--- src/rtl/div_seq_ctrl.sv ---
// Non-restoring iterative divider sequencer for the EX stage.
// Produces quotient and remainder together for signed/unsigned operands.
module div_seq_ctrl #(
  parameter int unsigned WIDTH = 32,
  parameter int unsigned CNT_W = 6
) (
  input  logic             clk,
  input  logic             rst,
  input  logic             flush,
  input  logic             start,
  input  logic             is_signed,
  input  logic [WIDTH-1:0] dividend,
  input  logic [WIDTH-1:0] divisor,
  output logic             busy,
  output logic             done,
  output logic [WIDTH-1:0] quotient,
  output logic [WIDTH-1:0] remainder
);

  localparam logic [2:0] S_IDLE = 3'd0;
  localparam logic [2:0] S_PREP = 3'd1;
  localparam logic [2:0] S_ITER = 3'd2;
  localparam logic [2:0] S_FIX  = 3'd3;
  localparam logic [2:0] S_DONE = 3'd4;

  localparam logic [WIDTH-1:0] MIN_VAL  = {1'b1, {(WIDTH-1){1'b0}}};
  localparam logic [CNT_W-1:0] LAST_CNT = CNT_W'(WIDTH - 1);

  logic [2:0]       r_state;
  // r_q/r_d hold the raw operands until PREP, then the magnitudes
  logic [WIDTH-1:0] r_q;
  logic [WIDTH-1:0] r_d;
  logic [WIDTH:0]   r_p;
  logic [CNT_W-1:0] r_cnt;
  logic             r_sgn;
  logic             r_neg_q;
  logic             r_neg_r;
  logic [WIDTH-1:0] r_quot;
  logic [WIDTH-1:0] r_rem;

  logic             w_a_neg;
  logic             w_d_neg;
  logic [WIDTH-1:0] w_a_mag;
  logic [WIDTH-1:0] w_d_mag;
  logic             w_div0;
  logic             w_ovf;
  logic [WIDTH:0]   w_d_ext;
  logic [WIDTH:0]   w_p_shift;
  logic [WIDTH:0]   w_p_next;
  logic [WIDTH:0]   w_r_fix;

  always_comb begin
    w_a_neg   = r_sgn & r_q[WIDTH-1];
    w_d_neg   = r_sgn & r_d[WIDTH-1];
    w_a_mag   = w_a_neg ? -r_q : r_q;
    w_d_mag   = w_d_neg ? -r_d : r_d;
    w_div0    = (r_d == '0);
    w_ovf     = r_sgn & (r_q == MIN_VAL) & (r_d == '1);
    w_d_ext   = {1'b0, r_d};
    w_p_shift = {r_p[WIDTH-1:0], r_q[WIDTH-1]};
    // Sign of the old partial remainder selects add or subtract
    w_p_next  = r_p[WIDTH] ? (w_p_shift + w_d_ext) : (w_p_shift - w_d_ext);
    w_r_fix   = r_p[WIDTH] ? (r_p + w_d_ext) : r_p;
  end

  assign busy      = (r_state == S_PREP) || (r_state == S_ITER) || (r_state == S_FIX);
  assign done      = (r_state == S_DONE);
  assign quotient  = r_quot;
  assign remainder = r_rem;

  always_ff @(posedge clk) begin
    if (rst) begin
      r_state <= S_IDLE;
      r_q     <= '0;
      r_d     <= '0;
      r_p     <= '0;
      r_cnt   <= '0;
      r_sgn   <= 1'b0;
      r_neg_q <= 1'b0;
      r_neg_r <= 1'b0;
      r_quot  <= '0;
      r_rem   <= '0;
    end else if (flush) begin
      r_state <= S_IDLE;
    end else begin
      case (r_state)
        S_IDLE, S_DONE: begin
          if (start) begin
            r_q     <= dividend;
            r_d     <= divisor;
            r_sgn   <= is_signed;
            r_state <= S_PREP;
          end else begin
            r_state <= S_IDLE;
          end
        end
        S_PREP: begin
          if (w_div0) begin
            r_quot  <= '1;
            r_rem   <= r_q;
            r_state <= S_DONE;
          end else if (w_ovf) begin
            r_quot  <= MIN_VAL;
            r_rem   <= '0;
            r_state <= S_DONE;
          end else begin
            r_q     <= w_a_mag;
            r_d     <= w_d_mag;
            r_neg_q <= w_a_neg ^ w_d_neg;
            r_neg_r <= w_a_neg;
            r_p     <= '0;
            r_cnt   <= '0;
            r_state <= S_ITER;
          end
        end
        S_ITER: begin
          r_p   <= w_p_next;
          r_q   <= {r_q[WIDTH-2:0], ~w_p_next[WIDTH]};
          r_cnt <= r_cnt + 1'b1;
          if (r_cnt == LAST_CNT) r_state <= S_FIX;
        end
        S_FIX: begin
          r_quot  <= r_neg_q ? -r_q : r_q;
          r_rem   <= r_neg_r ? -w_r_fix[WIDTH-1:0] : w_r_fix[WIDTH-1:0];
          r_state <= S_DONE;
        end
        default: r_state <= S_IDLE;
      endcase
    end
  end

endmodule

--- config.mk ---
export PLATFORM = sky130hd
export DESIGN_NAME = div_seq_ctrl
export DESIGN_NICKNAME = d
export VERILOG_FILES = /design/src/rtl/div_seq_ctrl.sv
export SDC_FILE = /design/constraint.sdc
export NUM_CORES = 1
export LEC_CHECK = 0
export ABC_AREA = 1
export CORE_ASPECT_RATIO = 0.75
export CORE_MARGIN = 2
export CORE_UTILIZATION = 40
export DETAILED_ROUTE_END_ITERATION = 10
export PLACE_DENSITY = 0.58
export SLEW_MARGIN = 20
export SYNTH_ARGS = -nofsm -noshare
export SYNTH_HDL_FRONTEND = slang
export SYNTH_SLANG_ARGS = --single-unit
--- constraint.sdc ---
create_clock -name clk -period 3.5 [get_ports clk]
set_input_delay 0.7 -clock clk [delete_from_list [all_inputs] [get_ports clk]]
set_output_delay 0.7 -clock clk [all_outputs]
set_load 0.05 [all_outputs]
==> results.py, run 1 <==
metrics = {
    "run_status": {
        "outcome": "finished, violations left",
        "failed_checks": "setup timing",
    },
    "clock_network": {
        "clockRootBuffer": "clkbuf_16",
        "clkLatencyLatePin_ns": 0.48,
        "cts_made_buffers": 17,
        "tritoncts": "yes",
        "path_clk_slew_ns": 0.08,
        "h-tree-depth": 4,
        "clock_sinks": 173,
        "hold_buffers": 0,
        "clock_path_buffers": 2,
    },
    "placement": {
        "place_ws_ns": -0.452,
        "hpwl_mm": 47.8,
        "gp_congestion": 0.946,
        "io_buffers": 134,
    },
    "global_route": {
        "grt_max_degree": 65,
        "grt_pass1_wl_mm": 94.3,
        "grt_pass1_vias": 16400,
        "grt_remaining_overflow": 0,
        "grt_usage_pct": 30.7,
        "grt_antenna_before_repair": 1,
    },
    "routing": {
        "drt_pass1_iterations": 6,
        "routed_via_density": 5.40,
        "wl_mm": 61.7,
        "ant_nets": 0,
        "wl_per_cell_microns": 18.5,
        "drc_errors": 0,
        "drt_iter0_markers": 1740,
        "dr_total_vias": 18000,
    },
    "final_layout": {
        "postLayoutCoreUtil_pct": 54.4,
        "fillCellCount": 3703,
        "multi_input_area_sq_um": 10800,
        "area_growth_pct": 34.0,
        "antennaDiodeCount": 0,
        "drive_gt1_share_pct": 20.7,
        "seq_area_sq_um": 3480,
        "nNetsFinal": 2949,
    },
    "setup_path": {
        "arrival_ns": 3.99,
        "timing.critical_path.from": "r_d[1]",
        "r2r-start": "r_d[1]",
        "crit_required_ns": 3.80,
        "worst_r2r_path_depth": 26,
        "crit_end": "r_p[27]",
        "r2r_slack_ns": -0.19,
        "worstSetupPathType": "flop to flop",
        "crit_fanout": 4,
        "slowest_delay_ns": 0.37,
        "r2r-end": "r_p[27]",
        "cp-end-kind": "flop",
        "cp_slowest_cell": "dfxtp_4",
        "critPathMostFrequentCell": "nor2_4",
        "startpoint_type": "flop",
    },
    "timing": {
        "fmax_ghz": 0.271,
        "maxSlewHeadroom_pct": 30.9,
        "worst_pin_slew_ns": 1.04,
        "rsz0062_at_grt": "true",
        "hold_viol_final": 0,
        "fin_crit_ns": 3.69,
        "setup_viol": 14,
        "slew_violations": 0,
        "fin_skew_ns": 0.0194,
        "fin_crit_sh_pct": 105,
        "fin_ws_ns": -0.187,
    },
    "logic_synthesis": {
        "ys_seq_area_share_pct": 22.9,
        "netlist_instances": 2488,
        "ys_ff_latch": 173,
        "synth_flop_cell": "dfxtp_1",
        "synth_edf_count": 0,
        "yosysUniqueCellTypes": 59,
        "synth_top_area_cell": "dfxtp_1",
        "syn_nets": 2627,
        "synth_top_area_share_pct": 22.9,
        "ys.warnings.count": 0,
        "post_synth.cell_area_avg_sq_um": 6.07,
        "ys_async_sr_fraction_pct": 0,
        "synth_area_leaders": "dfxtp_1 (23%), nand2_1 (16%), o21ai_0 (8.3%)",
        "synth_area_sq_um": 15100,
    },
    "power": {
        "pwr-share-seq_pct": 32.1,
        "ir_drop_v": 0.000279,
        "combPwrFrac_pct": 38.3,
        "p_sw_share_pct": 39.1,
        "clockPowerShare_pct": 29.5,
        "p_leak_nw": 9.47,
        "p_switching_mw": 2.63,
        "cellPowerDensity_nw_per_um2": 333,
        "internal_power_mw": 4.10,
    },
    "die": {
        "initial_core_util_pct": 40.6,
        "ios": 135,
        "die-area_sq_um": 39300,
        "core.rowCount": 61,
        "dieHeight_microns": 172,
        "coreArea_sq_um": 37200,
        "die_x_microns": 228,
    },
    "job": {
        "cap_viol_max_count": 0,
    },
    "min_path": {
        "hold_class": "flop to flop",
    },
}
==> state kept, by name, summed over array words and instances (netlist names) <==
signal,flops
r_state,3
r_p,33
r_sgn,1
r_neg_r,1
r_neg_q,1
r_d,32
r_cnt,6
remainder,32
quotient,32
r_q,32
==> critical path: cells and delay by family, from the launching register on <==
family	cells	cell delay, ns
buffers and inverters	4	0.38
flip-flops	1	0.37
AND/OR/NAND/NOR	15	1.85
adder cells (fa/ha/maj)	2	0.46
AO/OA/AOI/OAI	5	0.41
==> layout by cell type (no fill, tap or decap), types with 8 or more instances in the layout <==
master and instances:
o221ai_1 21, o21ai_1 31, nor3_4 11, a21oi_2 23
o211ai_1 9, inv_1 287, xnor2_1 8, nand3_1 138
clkbuf_16 17, nor2_2 37, nand3_2 16, or2_2 21
xor2_1 44, a21oi_1 221, nand2_4 11, inv_2 26
o21ai_2 15, ha_1 62, buf_4 246, nor3_1 27
clkdlybuf4s50_1 133, dfxtp_1 168, o21ai_0 208, nand4_1 39
nor2_1 171, a211oi_1 18, a31oi_1 16, nand2_1 598
nor2_4 17, nand2_2 30, buf_6 20
==> area by class of cell <==
cell class	count	share of cell area, %
clock buffer	17	2.10
clock inverter	15	0.711
inverter	319	5.99
multi-input combinational	1892	53.4
sequential	173	17.2
tap	504	3.12
timing repair buffer	407	17.5
==> per-layer routing <==
metal	GRT usage (%)	share of wire, %
met1	47.0	50
met2	44.0	40
met3	5.84	8.0
met4	6.25	1.4
met5	0	0.021
==> what timing repair did <==
action                                 4_1_cts  5_1_grt
setup endpoints to repair                   16       32
cloned                                       0        0
setup buffers                               22       27
pin swaps                                   54       82
endpoints found under the hold margin        0        0
resized for setup                          115      144
==> per-stage QoR <==
stage	area, sq um	instances	hold WS (ns)	total power [mW]	setup TNS [ns]
after floorplan	15100	2488	0.458	3.37	0
after global placement	18400	3247	0.471	4.29	-3.44
after detailed placement	18400	3247	0.473	4.31	-4.67
after CTS	19500	3300	0.497	6.45	-3.12
after global routing	20200	3327	0.530	7.04	-4.61
final	20200	3327	0.491	6.73	-1.24
==> kinds of logic after synthesis <==
| family | synth area share [%] |
|---|---|
| adder cells (fa/ha/maj) | 5.90 |
| AND/OR/NAND/NOR | 34.4 |
| XOR/XNOR | 3.42 |
| multiplexers | 0.0663 |
| buffers and inverters | 11.2 |
| AO/OA/AOI/OAI | 22.0 |
| flip-flops | 22.9 |
==> power groups by stage <==
stage	Sequential [mW]	Combinational [mW]	Clock (mW)
after floorplan	2.18	1.19	0
after global placement	2.20	2.09	0
after detailed placement	2.20	2.11	0
after CTS	2.15	2.30	2.00
after global routing	2.17	2.80	2.08
final	2.16	2.58	1.99
==> Yosys cell counts, types with 9 or more instances <==
library cell  count
a211oi_1         18
a21oi_1         248
a31oi_1          19
buf_2            18
clkbuf_1         69
dfxtp_1         173
ha_1             68
inv_1           300
inv_2            18
nand2_1         624
nand2_2           9
nand3_1         152
nand4_1          39
nor2_1          184
nor2_2           35
nor3_1           32
o211ai_1          9
o21ai_0         249
o221ai_1         22
or2_2            26
xnor2_1           9
xor2_1           50
==> worst min-delay path by stage <==
| stage | start | end | slack (ns) | cells after the start |
|---|---|---|---|---|
| after detailed placement | r_d[3] | r_d[3] | 0.47 | 2 |
| after global routing | r_cnt[1] | r_cnt[1] | 0.53 | 2 |
| final | r_cnt[1] | r_cnt[1] | 0.49 | 2 |
| after global placement | r_d[3] | r_d[3] | 0.47 | 2 |
| after CTS | r_cnt[1] | r_cnt[1] | 0.50 | 2 |
| after floorplan | r_cnt[1] | r_cnt[1] | 0.46 | 2 |
Note: power is estimated with default switching activity, not from simulation.
==> run 2: changes to the inputs <==
Settings changed: CTS_CLUSTER_DIAMETER set to 60.
==> results of run 2 <==
No change in the layout: final DEF, timing and power equal those of run 1.
